### config.mk
export PLATFORM = sky130hd
export DESIGN_NAME = gauss_filter
export DESIGN_NICKNAME = d
export VERILOG_FILES = /design/src/rtl/gauss_pkg.sv /design/src/rtl/gauss_kernel3.sv /design/src/rtl/gauss_filter.sv
export SDC_FILE = /design/constraint.sdc
export NUM_CORES = 1
export LEC_CHECK = 0
export ABC_AREA = 1
export BUFFER_PORTS_ARGS = -buffer_cell sky130_fd_sc_hd__buf_2
export CORE_MARGIN = 4
export CORE_UTILIZATION = 55
export CTS_BUF_LIST = sky130_fd_sc_hd__clkbuf_8
export CTS_CLUSTER_DIAMETER = 80
export DETAILED_ROUTE_END_ITERATION = 8
export PLACE_DENSITY = 0.78
export SETUP_SLACK_MARGIN = 0.15
export SYNTH_ARGS = -nofsm -noshare
export SYNTH_HDL_FRONTEND = slang
export SYNTH_SLANG_ARGS = --single-unit
export TNS_END_PERCENT = 30
### constraint.sdc
create_clock -name clk -period 33 [get_ports clk]
set_input_delay 6.6 -clock clk [delete_from_list [all_inputs] [get_ports clk]]
set_output_delay 6.6 -clock clk [all_outputs]
set_load 0.02 [all_outputs]
### src/rtl/gauss_pkg.sv
// Shared constants and types for the 3x3 Gaussian blur over the 6x6 pixel window.
package gauss_pkg;
    localparam int PIXEL_W = 8;
    localparam int WIN_DIM = 6;
    localparam int K_DIM   = 3;
    localparam int OUT_DIM = WIN_DIM - K_DIM + 1;
    localparam int SUM_W   = 12;

    typedef logic [K_DIM-1:0][K_DIM-1:0][2:0] kernel_t;

    // 1 2 1 / 2 4 2 / 1 2 1 -- symmetric, so index order does not matter.
    localparam kernel_t KERNEL = {3'd1, 3'd2, 3'd1,
                                  3'd2, 3'd4, 3'd2,
                                  3'd1, 3'd2, 3'd1};

    typedef logic [WIN_DIM-1:0][WIN_DIM-1:0][PIXEL_W-1:0] window_t;
    typedef logic [K_DIM-1:0][K_DIM-1:0][PIXEL_W-1:0]     patch_t;

    typedef enum logic [1:0] {IDLE, CALC, DRAIN, DONE} state_e;
endpackage

### src/rtl/gauss_kernel3.sv
// Combinational 3x3 Gaussian: weighted sum of a patch, divided by 16 with round-half-up.
module gauss_kernel3
    import gauss_pkg::*;
(
    input  logic [K_DIM-1:0][K_DIM-1:0][PIXEL_W-1:0] patch_i,
    output logic [PIXEL_W-1:0]                       pixel_o
);
    logic [SUM_W-1:0] sum;
    logic [SUM_W-1:0] rounded;

    // Weights total 16, so the worst-case sum is 4080 and (sum + 8) still fits 12 bits.
    always_comb begin
        sum = '0;
        for (int i = 0; i < K_DIM; i++) begin
            for (int j = 0; j < K_DIM; j++) begin
                sum = sum + SUM_W'(patch_i[i][j]) * SUM_W'(KERNEL[i][j]);
            end
        end
        rounded = sum + SUM_W'(8);
        pixel_o = rounded[SUM_W-1:4];
    end
endmodule

### src/rtl/gauss_filter.sv
// Captures a 6x6 window on start and streams the 4x4 blurred result, one pixel per handshake.
module gauss_filter
    import gauss_pkg::*;
(
    input  logic                                         clk,
    input  logic                                         rst,
    input  logic                                         start,
    input  logic [WIN_DIM-1:0][WIN_DIM-1:0][PIXEL_W-1:0] window_in,
    input  logic                                         out_ready,
    output logic                                         busy,
    output logic                                         out_valid,
    output logic [PIXEL_W-1:0]                           pixel_out,
    output logic [1:0]                                   out_x,
    output logic [1:0]                                   out_y,
    output logic                                         done
);
    localparam logic [1:0] LAST_IDX = 2'(OUT_DIM - 1);

    state_e         state_q, state_d;
    window_t        win_q, win_d;
    logic [1:0]     x_q, x_d, y_q, y_d;
    logic           valid_q, valid_d;
    logic [PIXEL_W-1:0] pix_q, pix_d;
    logic [1:0]     ox_q, ox_d, oy_q, oy_d;

    patch_t         patch;
    logic [PIXEL_W-1:0] kern_pix;
    logic           slot_free;

    always_comb begin
        for (int i = 0; i < K_DIM; i++) begin
            for (int j = 0; j < K_DIM; j++) begin
                patch[i][j] = win_q[{1'b0, x_q} + 3'(i)][{1'b0, y_q} + 3'(j)];
            end
        end
    end

    gauss_kernel3 u_kernel (
        .patch_i (patch),
        .pixel_o (kern_pix)
    );

    // The output register may take a new result when empty or retiring this cycle.
    assign slot_free = !valid_q || out_ready;

    always_comb begin
        state_d = state_q;
        win_d   = win_q;
        x_d     = x_q;
        y_d     = y_q;
        valid_d = valid_q;
        pix_d   = pix_q;
        ox_d    = ox_q;
        oy_d    = oy_q;
        case (state_q)
            IDLE: begin
                if (start) begin
                    win_d   = window_in;
                    x_d     = '0;
                    y_d     = '0;
                    state_d = CALC;
                end
            end
            CALC: begin
                if (slot_free) begin
                    valid_d = 1'b1;
                    pix_d   = kern_pix;
                    ox_d    = x_q;
                    oy_d    = y_q;
                    if (x_q == LAST_IDX) begin
                        x_d = '0;
                        y_d = y_q + 2'd1;
                    end else begin
                        x_d = x_q + 2'd1;
                    end
                    if (x_q == LAST_IDX && y_q == LAST_IDX) begin
                        state_d = DRAIN;
                    end
                end
            end
            DRAIN: begin
                if (valid_q && out_ready) begin
                    valid_d = 1'b0;
                    state_d = DONE;
                end
            end
            DONE: begin
                state_d = IDLE;
            end
            default: state_d = IDLE;
        endcase
    end

    always_ff @(posedge clk or posedge rst) begin
        if (rst) begin
            state_q <= IDLE;
            win_q   <= '0;
            x_q     <= '0;
            y_q     <= '0;
            valid_q <= 1'b0;
            pix_q   <= '0;
            ox_q    <= '0;
            oy_q    <= '0;
        end else begin
            state_q <= state_d;
            win_q   <= win_d;
            x_q     <= x_d;
            y_q     <= y_d;
            valid_q <= valid_d;
            pix_q   <= pix_d;
            ox_q    <= ox_d;
            oy_q    <= oy_d;
        end
    end

    assign busy      = (state_q == CALC) || (state_q == DRAIN);
    assign done      = (state_q == DONE);
    assign out_valid = valid_q;
    assign pixel_out = pix_q;
    assign out_x     = ox_q;
    assign out_y     = oy_q;
endmodule
==> metrics.md <==
| Metric | Value |
|---|---|
| # IOs | `~310` |
| Vias | `19660` |
| Clk_lat worst skew | `between 0.6 and 0.7 ns` |
| Die Y | `around 200 um` |
| Share of cells above drive strength 1 | `22.31%` |
| DIE AREA | `between 30000 and 40000 sq um` |
| Synth Warn # | `0` |
| Synth cell types | `44` |
| First-pass GRT wire length | `104300 um` |
| H-Tree Depth | `2` |
| DR iter-0 viols | `around 2300` |
| Seq/Total Area, Yosys | `37.92%` |
| Die width | `~200 um` |
| CTS tree | `done` |
| Number of diodes | `0` |
| First drt pass iteration count | `7` |
| Crit path max fanout | `just over 90` |
| Crit path DAT | `approximately 9.6 ns` |
| Final TNS setup | `0 ns` |
| FF+latch count, synth | `307` |
| Yosys top cell area share | `between 30% and 40%` |
| Post-Syn Nets | `around 2900` |
| CP Capture Type | `flip-flop` |
| CTS Buffer Depth | `3` |
| FFs w/ async S/R, synth | `100.0%` |
| Commonest cells after routing, fill and taps aside | `nand2_1 (406), o21ai_0 (399), buf_2 (306)` |
| IO buf count | `between 300 and 400` |
| HPWL after DPL | `about 50000 um` |
| Initial Util | `55.60%` |
| Final WL | `about 69000 um` |
| Largest net degree at the start of global routing | `~250` |
| GR Util All Layers | `33.83%` |
| Ys flop type | `dfrtp_1` |
| Crit Path Class | `in -> reg` |
| Commonest non-fill, non-tap cell in the layout | `nand2_1` |
| Synthesized cell area | `approximately 20000 sq um` |
| Core area | `between 30000 and 40000 sq um` |
| Vias in the first global route | `between 15000 and 20000` |
| Max Fclk | `roughly 110 MHz` |
| Num CTS Buffers | `53` |
| CP required | `33.53 ns` |
| Final hold violations | `0` |
| Final setup violation count | `0` |
| Relative slew slack | `26.78%` |
| CTS Hold Buffers Added | `0` |
| Clock Tree Root | `clkbuf_8` |
| Congestion Overflow GR | `0` |
| DR WL/cell | `about 21 um` |
| Status | `completed` |
| CP startpoint kind | `input pin` |
| Postcts setup bufs | `0` |
| Hold WC Path Type | `reg -> reg` |
| Clock slew at reported path FFs | `0.06 ns` |
| Yosys top cell by area | `dfrtp_1` |
| Clock Skews | `roughly 0.047 ns` |
| Avg Cell Area, Syn | `slightly below 8 sq um` |
| Syn Inst Count | `2558` |
| Drc violations | `0` |
| Initial antenna violation count | `0` |
| Cell Rows | `70` |
| Worst slew pin tran | `roughly 1.1 ns` |
| Fin nets | `about 3100` |
| Gpl congestion | `about 0.99` |
| RSZ-0062 raised after global routing | `no` |
| Max-cap violations | `0` |
| TritonCTS Sinks | `307` |
| Final std cell area, no fill | `~23000 sq um` |
| Post-route ant nets | `0` |
| Vias/cell | `approximately 6.0` |
| Post-synth EDFFs | `0` |
| Post-placement cell area | `between 20000 and 25000 sq um` |
| Final worst path period share | `a little over a quarter` |
| Area growth, synth to finish | `13.57%` |
| Max Slew Vio Count | `0` |
| Crit path time final | `~9 ns` |
| CTS-repair resized insts | `0` |
| Synth area leaders | `dfrtp_1 (38%), mux2_2 (10%), o21ai_0 (9.9%), nand2_1 (7.5%), a21oi_1 (6.6%)` |
==> layer usage <==
| metal | track usage, % | vias to the layer above | part of all wire, % |
|---|---|---|---|
| met2 | 52.86 | 1031 | 46 |
| met1 | 47.02 | 9460 | 41 |
| met5 | 0 | - | 0 |
| met3 | 6.546 | 134 | 9.5 |
| li1 | - | 9031 | - |
| met4 | 13.38 | 0 | 3.8 |
==> cell families (layout without fill, tap and decap cells) <==
group	count (synthesis)	in the layout	synth area share [%]
buffers and inverters	395	630	8.067
adder cells (fa/ha/maj)	80	80	6.720
XOR/XNOR	10	10	0.4323
multiplexers	182	182	10.12
AND/OR/NAND/NOR	730	730	14.03
flip-flops	307	307	37.92
AO/OA/AOI/OAI	854	854	22.71
==> synthesized netlist by cell type (6+ instances only) <==
master,count
buf_4,17
inv_1,192
o22ai_1,31
dfrtp_1,307
o211ai_1,29
a21oi_1,269
o21ai_1,60
buf_2,46
a22oi_1,16
nand3_1,69
mux2_2,182
fa_1,48
clkbuf_1,110
xor2_1,6
nor2_1,248
o22a_1,10
nand2_1,407
ha_1,32
a32o_1,7
buf_1,21
o21ai_0,399
a31oi_1,8
==> sequential cells by signal, summed over array words and instances, names as in the netlist <==
register and cells:
win_q 288, state_q 2, x_q 2, out_x 2, pixel_out 8, out_valid 1
y_q 2, out_y 2
==> cell type report <==
cell class	instances	area, sq um
fill	3175	13430
multi-input combinational	1856	10950
inverter	197	750.7
sequential	307	7691
tap	468	585.6
clock inverter	29	310.3
timing repair buffer	334	1754
clock buffer	70	963.4
==> worst paths after layout <==
check                          from            to  slack, ns  cells past startpoint
max reg2reg                  x_q[0]  pixel_out[7]      24.79                     29
min                        out_x[0]      out_x[0]       0.48                      2
min reg2reg                out_x[0]      out_x[0]       0.48                      2
min in group asynchronous       rst     win_q[65]       6.07                      2
max                           start    win_q[114]      23.95                      5
max in group asynchronous       rst        x_q[0]      24.51                      4
==> critical path, cell delays in order <==
cell and delay [ns]:
buf_2 0.12, nand2_4 0.60, buf_4 0.78, buf_4 0.89, mux2_2 0.42
==> through the flow <==
stage	setup slack (ns)	std cells	hold slack (ns)	utilization [%]
floorplan	17.91	2558	0.4887	-
global placement	23.45	3162	0.4683	59.65
detailed placement	23.39	3162	0.4687	59.65
CTS	24.07	3261	0.4848	63.14
global route	23.84	3261	0.5190	63.14
finish	23.95	3261	0.4780	63.14
Power is left out: the tool's default activity adds up to more than one toggle a clock period on the data nets, which glitch-free logic cannot reach.
